[config.mk]
export PLATFORM = sky130hd
export DESIGN_NAME = net_bus_tx_fork
export DESIGN_NICKNAME = d
export VERILOG_FILES = /design/src/rtl/net_bus_tx_fork.sv
export SDC_FILE = /design/constraint.sdc
export NUM_CORES = 1
export LEC_CHECK = 0
export CORE_AREA = 2 2 110 112
export DETAILED_ROUTE_END_ITERATION = 8
export DIE_AREA = 0 0 112 114
export PLACE_DENSITY = 0.87
export SYNTH_ARGS = -nofsm -noshare
export SYNTH_HDL_FRONTEND = slang
export SYNTH_SLANG_ARGS = --single-unit
[constraint.sdc]
create_clock -name CLK -period 2.6 [get_ports CLK]
set_input_delay 0.26 -clock CLK [delete_from_list [all_inputs] [get_ports CLK]]
set_output_delay 0.26 -clock CLK [all_outputs]
set_load 0.03 [all_outputs]
[src/rtl/net_bus_tx_fork.sv]
// One-beat eager fork: a held beat is offered to every channel in its mask and retires per channel.
// Latency 1 cycle accept-to-WVALID; READY = idle or last pending channel accepting this cycle.
module net_bus_tx_fork #(
  parameter int DATA_WIDTH = 4,
  parameter int PORTS      = 4,
  localparam int W         = DATA_WIDTH * 9 + 14
) (
  input  logic               CLK,
  input  logic               RESETN,
  input  logic [W-1:0]       DATA,
  input  logic [PORTS-1:0]   MASK,
  input  logic               VALID,
  output logic               READY,
  output logic [PORTS-1:0]   WCLK,
  output logic [PORTS*W-1:0] WDATA,
  output logic [PORTS-1:0]   WVALID,
  input  logic [PORTS-1:0]   WREADY,
  output logic               DROP,
  output logic [15:0]        BEAT_CNT
);

  logic [W-1:0]     r_hdata;
  logic [PORTS-1:0] r_pending;
  logic             r_drop;
  logic [15:0]      r_cnt;

  logic [PORTS-1:0] w_acc;
  logic [PORTS-1:0] w_rem;
  logic             w_busy;
  logic             w_last;
  logic             w_take;
  logic             w_mask_nz;

  assign w_acc     = r_pending & WREADY;
  assign w_rem     = r_pending & ~w_acc;
  assign w_busy    = |r_pending;
  assign w_last    = w_busy & (w_rem == '0);
  assign w_mask_nz = |MASK;

  // Ready looks through the channel handshakes so back-to-back beats have no bubble.
  assign READY  = ~w_busy | w_last;
  assign w_take = VALID & READY;

  always_ff @(posedge CLK) begin
    if (!RESETN) begin
      r_hdata   <= '0;
      r_pending <= '0;
      r_drop    <= 1'b0;
      r_cnt     <= 16'd0;
    end else begin
      if (w_take && w_mask_nz) begin
        r_hdata   <= DATA;
        r_pending <= MASK;
      end else begin
        r_pending <= w_rem;
      end
      r_drop <= w_take & ~w_mask_nz;
      if (w_last) begin
        r_cnt <= r_cnt + 16'd1;
      end
    end
  end

  assign WCLK     = {PORTS{CLK}};
  assign WDATA    = {PORTS{r_hdata}};
  assign WVALID   = r_pending;
  assign DROP     = r_drop;
  assign BEAT_CNT = r_cnt;

endmodule

## Word-level counts from Yosys, hierarchy flattened

Cells that the tools add are included.

| cells by class | value |
|---|---|
| $add $sub $neg | 1 |
| multiplexer cells | 1 |
| bitwise operators | 9 |
| reductions and logical operators | 4 |

Operators with widths:

| operator | number |
|---|---|
| $add A16 B1 Y16 const B | 1 |
| $and A4 B4 Y4 | 2 |
| $reduce_or A4 Y1 | 2 |
| $logic_not A4 Y1 | 1 |
| $mux W4 | 1 |
| $not A4 Y4 | 1 |
| $and A1 B1 Y1 | 3 |
| $not A1 Y1 | 2 |
| $logic_and A1 B1 Y1 | 1 |
| $or A1 B1 Y1 | 1 |

| word-level totals | value |
|---|---|
| register bits after elaboration | 71 |
| bits of input ports | 61 |
| output and inout bits | 226 |
| word-level logic and storage cells | 19 |

## Logic depth before layout (Yosys ltp)

Gate-level depths: netlist of run 1.

| logic depth | value |
|---|---|
| depth in word-level cells | 9 |
| depth in mapped cells | 7 |
| gate-level depth less buffers | 5 |

==> impl_metrics.yaml, run 1 <==
place:
  pre_cts_ws_ps: 405
  hpwl_mm: 9.16
  gp_congestion: 0.888
  dpl_cell_area_sq_um: 5910
  io_buffer_count: 286
  dp.cells: 754
clock_network:
  cts_tree: "yes"
  clk_pin_slew_ps: 60
  cts-resized-gates: 0
  cts_hold_buf: 0
  post_cts_buffers: 0
  clock_latency_ps: 440
hold_path:
  worstHoldStart: "DATA[20]"
  hold-path-cell-count: 3
  hold_class: "primary input to flip-flop"
synthesis:
  yosysWarningCount: 0
  synth_flop_cell: "dfxtp_1"
  syn_nets: 562
  async_flop_share_pct: 0
  syn_area_per_cell_sq_um: 8.13
  synth.area.top_cells: "dfxtp_1 35%, buf_4 28%, a21oi_1 8.4%, nand3_1 7.6%, o21ai_0 6.7%"
  synth_seq_area_share_pct: 35.0
  synthCells: 500
  ys_ff_latch: 71
  synth_top_area_cell: "dfxtp_1"
  syn_area_sq_um: 4060
  yosysUniqueCellTypes: 30
  yosysMostFrequentCell: "buf_4"
  yosysTopAreaCellShare_pct: 35.0
  synth_edf_count: 0
  synthTopCellsByCount: "154 x buf_4, 71 x dfxtp_1, 68 x a21oi_1"
setup_path:
  crit_arrival_ps: 2140
  reg2reg_to: "BEAT_CNT[10]$_SDFFE_PN0P_"
  crit_start: "CLK"
  required_ps: 2340
  path_max_fanout: 2
  critPathLaunchType: "clock port"
  rrSetupSlack_ps: 810
  endpoint: "WCLK[2]"
  reg2reg_from: "WVALID[1]$_SDFF_PN0_"
  setup.worst_path.end_class: "primary output"
  worst-setup-path-type: "clock port to primary output"
  worstRegToRegCells: 4
cells_and_area:
  antennaDiodeCount: 0
  design_area_sq_um: 6320
  fill_cells: 1029
  stdcell_count: 774
  area_delta_synth_final_pct: 55.6
  finish.net_count: 684
  utilization_pct: 54.0
  final_layout_size_suffix_gt1_share_pct: 5.90
drt:
  first_pass_iters: 4
  detail_route.wl_per_cell_um: 16.3
  remaining_drc_errors: 0
  drt_iter0_markers: 284
  wirelength_mm: 12.6
  avgViaCountPerCell: 5.07
  vias: 3921
  drtAntennaViolNets: 0
die:
  die_h_um: 114
  pin_count: 287
  die_area_sq_um: 12800
  start_util_pct: 34.7
  rows: 40
  die_w_um: 112
  core_sq_um: 11700
flow_run:
  drv_cap: 0
sta:
  maxSlewHeadroom_pct: 58.3
  hold_viol_final: 0
  fin_ws_ps: 199
  worst_slew_pin_slew_ps: 621
  skew_ps: 11.7
  rsz0062_at_grt: "no"
  finalSetupViolCount: 0
  slew_violations: 0
  fin_tns_setup_ps: 0
grt:
  grt_antenna_before_repair: 0
  first_global_vias: 3678
  grt_max_degree: 58
  grt_pass1_wl_mm: 19.0
  gr-total-overflow: 0
  track_usage_pct: 18.5
power_and_ir_drop:
  vdd_drop_max_mv: 0.867
  power_density_nw_per_um2: 682
  power_leakage_nw: 2.21
status:
  outcome: "finished clean"
-- logic make-up after synthesis --
family / after synthesis / share of synthesized area (%)
and+or+nand+nor: 104 / 15.0
muxes: 1 / 0.246
buffers and inverters: 189 / 32.2
adders and majority gates: 1 / 0.308
DFF: 71 / 35.0
AOI/OAI and AO/OA: 134 / 17.3
-- metrics by stage --
step / hold WS, ps / total power, mW
2_1_floorplan: 378 / 2.34
3_3_place_gp: 461 / 2.73
3_5_place_dp: 473 / 2.76
4_1_cts: 368 / 4.35
5_1_grt: 383 / 4.48
6_report: 372 / 4.31
-- flip-flops by register name, summed over array words and instances (netlist names) --
name	count
r_hdata	50
BEAT_CNT	16
WVALID	4
DROP	1
-- layout by cell type, fill, tap and decap left out, types with 3 or more instances in the layout --
cell type          n
clkdlybuf4s50_1  285
dfxtp_1           71
a21oi_1           68
nand3_1           62
o21ai_0           54
clkbuf_16         13
o31ai_1           10
or4_1             10
nand2_1            7
buf_4              6
nand2b_1           4
and3_1             4
nor4_1             3
or3_1              3
buf_12             3
-- report_power, final --
part	leakage [nW]	internal, mW	switching [mW]
registers	0.581	1.15	0.0811
clock network	0.216	1.16	0.670
logic	1.41	0.516	0.730
-- worst max-delay path, stage by stage --
cell and delay, ps:
clkbuf_16 130, clkbuf_16 130, clkdlybuf4s50_1 580
-- layer usage --
metal,track usage [%],wire [um]
met3,5.31,1040
met2,30.6,6240
met5,0,0
met4,9.51,291
met1,22.1,5050
-- worst min path at each step --
stage	end	slack (ps)
finish	r_hdata[20]$_SDFFE_PN0P_	370
global route	r_hdata[36]$_SDFFE_PN0P_	380
CTS	r_hdata[20]$_SDFFE_PN0P_	370
floorplan	BEAT_CNT[13]$_SDFFE_PN0P_	380
global placement	BEAT_CNT[15]$_SDFFE_PN0P_	460
detailed placement	BEAT_CNT[15]$_SDFFE_PN0P_	470
-- final cells by class --
cell class | instances | area (sq um) | share of cell area, %
Clock inverter | 5 | 56.3 | 0.891
Timing Repair Buffer | 290 | 2920 | 46.2
Inverter | 2 | 7.51 | 0.119
Sequential cell | 71 | 1420 | 22.5
Clock buffer | 19 | 393 | 6.21
Multi-Input combinational cell | 240 | 1340 | 21.2
Tap cell | 147 | 184 | 2.91
Power figures use the tool's default switching activity.
==> inputs of run 2 (changes only) <==
==> config.mk (replaced) <==
export PLATFORM = sky130hd
export DESIGN_NAME = net_bus_tx_fork
export DESIGN_NICKNAME = d
export VERILOG_FILES = /design/src/rtl/net_bus_tx_fork.sv
export SDC_FILE = /design/constraint.sdc
export NUM_CORES = 1
export LEC_CHECK = 0
export CORE_AREA = 2 2 113 115
export DETAILED_ROUTE_END_ITERATION = 8
export DIE_AREA = 0 0 115 117
export PLACE_DENSITY = 0.83
export SYNTH_ARGS = -nofsm -noshare
export SYNTH_HDL_FRONTEND = slang
export SYNTH_SLANG_ARGS = --single-unit
==> constraint.sdc (replaced) <==
create_clock -name CLK -period 2.4 [get_ports CLK]
set_input_delay 0.24 -clock CLK [delete_from_list [all_inputs] [get_ports CLK]]
set_output_delay 0.24 -clock CLK [all_outputs]
set_load 0.03 [all_outputs]
==> impl_metrics.yaml, run 2 (same netlist as run 1, synthesis figures left out) <==
die:
  die_w_um: 115
  core_sq_um: 12300
  die_h_um: 117
  rows: 41
  start_util_pct: 33.0
  pin_count: 287
  die_area_sq_um: 13500
cells_and_area:
  fill_cells: 1112
  final_layout_size_suffix_gt1_share_pct: 5.89
  finish.net_count: 685
  multiInputGateArea_sq_um: 1340
  largest_reg_flops: 50
  antennaDiodeCount: 0
  utilization_pct: 51.5
  final_common_cell: "clkdlybuf4s50_1"
  area_delta_synth_final_pct: 55.9
  layout_common_cells: "285 x clkdlybuf4s50_1, 71 x dfxtp_1, 68 x a21oi_1, 62 x nand3_1, 54 x o21ai_0"
  regMostFlops: "r_hdata"
  design_area_sq_um: 6340
  regArea_sq_um: 1420
clock_network:
  cts_hold_buf: 0
  clock_latency_ps: 440
  post_cts_buffers: 0
  cts-resized-gates: 0
  clk_pin_slew_ps: 60
  cts_tree: "yes"
setup_path:
  critPathLaunchType: "clock port"
  worst-setup-path-type: "clock port to primary output"
  setup.worst_path.end_class: "primary output"
  path_max_fanout: 2
  crit_arrival_ps: 2040
  required_ps: 2160
drt:
  detail_route.wl_per_cell_um: 16.2
  wirelength_mm: 12.6
  first_pass_iters: 5
  avgViaCountPerCell: 5.00
  drt_iter0_markers: 230
  drtAntennaViolNets: 0
  remaining_drc_errors: 0
  vias: 3887
grt:
  gr-total-overflow: 0
  grt_antenna_before_repair: 0
  track_usage_pct: 17.1
  grt_max_degree: 51
  first_global_vias: 3357
  grt_pass1_wl_mm: 17.8
place:
  gp_congestion: 0.833
  io_buffer_count: 286
  hpwl_mm: 9.43
  dpl_cell_area_sq_um: 5910
sta:
  rsz0062_at_grt: "no"
  maxSlewHeadroom_pct: 50.0
  fin_tns_setup_ps: 0
  finalSetupViolCount: 0
  hold_viol_final: 0
  slew_violations: 0
  skew_ps: 5.15
  worst_slew_pin_slew_ps: 750
  fin_hold_ws_ps: 357
power_and_ir_drop:
  power_density_nw_per_um2: 747
  power_leakage_nw: 2.21
  vdd_drop_max_mv: 0.700
flow_run:
  drv_cap: 0
status:
  outcome: "finished clean"
hold_path:
  hold_class: "primary input to flip-flop"
[run 2: path summary, 6_finish.rpt]
check                                                  to  slack [ps]  cells after the start                 startpoint
worst max-delay path                              WCLK[1]         120                      3                        CLK
worst min-delay path             r_hdata[21]$_SDFFE_PN0P_         360                      3                   DATA[21]
worst max register to register       WVALID[1]$_SDFF_PN0_         640                      6       WVALID[3]$_SDFF_PN0_
worst min register to register  BEAT_CNT[15]$_SDFFE_PN0P_         500                      2  BEAT_CNT[15]$_SDFFE_PN0P_
[run 2: final cells by class]
cell class | instances | share of cell area, %
repair buffers | 291 | 46.0
flip-flops and latches | 71 | 22.4
multi-input cells | 240 | 21.2
clock buffers | 19 | 6.04
well taps | 150 | 2.96
clock inverters | 5 | 1.28
inverters | 2 | 0.118
[run 2: stage by stage]
step | power, mW | instances | setup WS [ps]
2_1_floorplan | 2.54 | 500 | 725
3_3_place_gp | 2.97 | 758 | 261
3_5_place_dp | 2.99 | 758 | 229
4_1_cts | 4.81 | 778 | 111
5_1_grt | 4.95 | 778 | 104
6_report | 4.73 | 778 | 121
[run 2: per-layer routing]
layer  vias to the layer above  routed length [um]  GRT usage, %
met1                      1820                4680          19.0
met4                         0                 236          7.79
met5                         -                   0             0
met2                       215                6550          30.1
li1                       1834                   -             -
met3                        18                1130          5.51
[run 2: worst max-delay path, cell delays in order]
cell and delay (ps):
clkbuf_16 120, clkbuf_16 130, clkdlybuf4s50_1 580
[run 2: report_power, final]
part / leakage, nW / switching (mW) / internal [mW]
logic: 1.41 / 0.788 / 0.558
clock network: 0.221 / 0.719 / 1.34
registers: 0.581 / 0.0858 / 1.25
total: 2.21 / 1.59 / 3.14
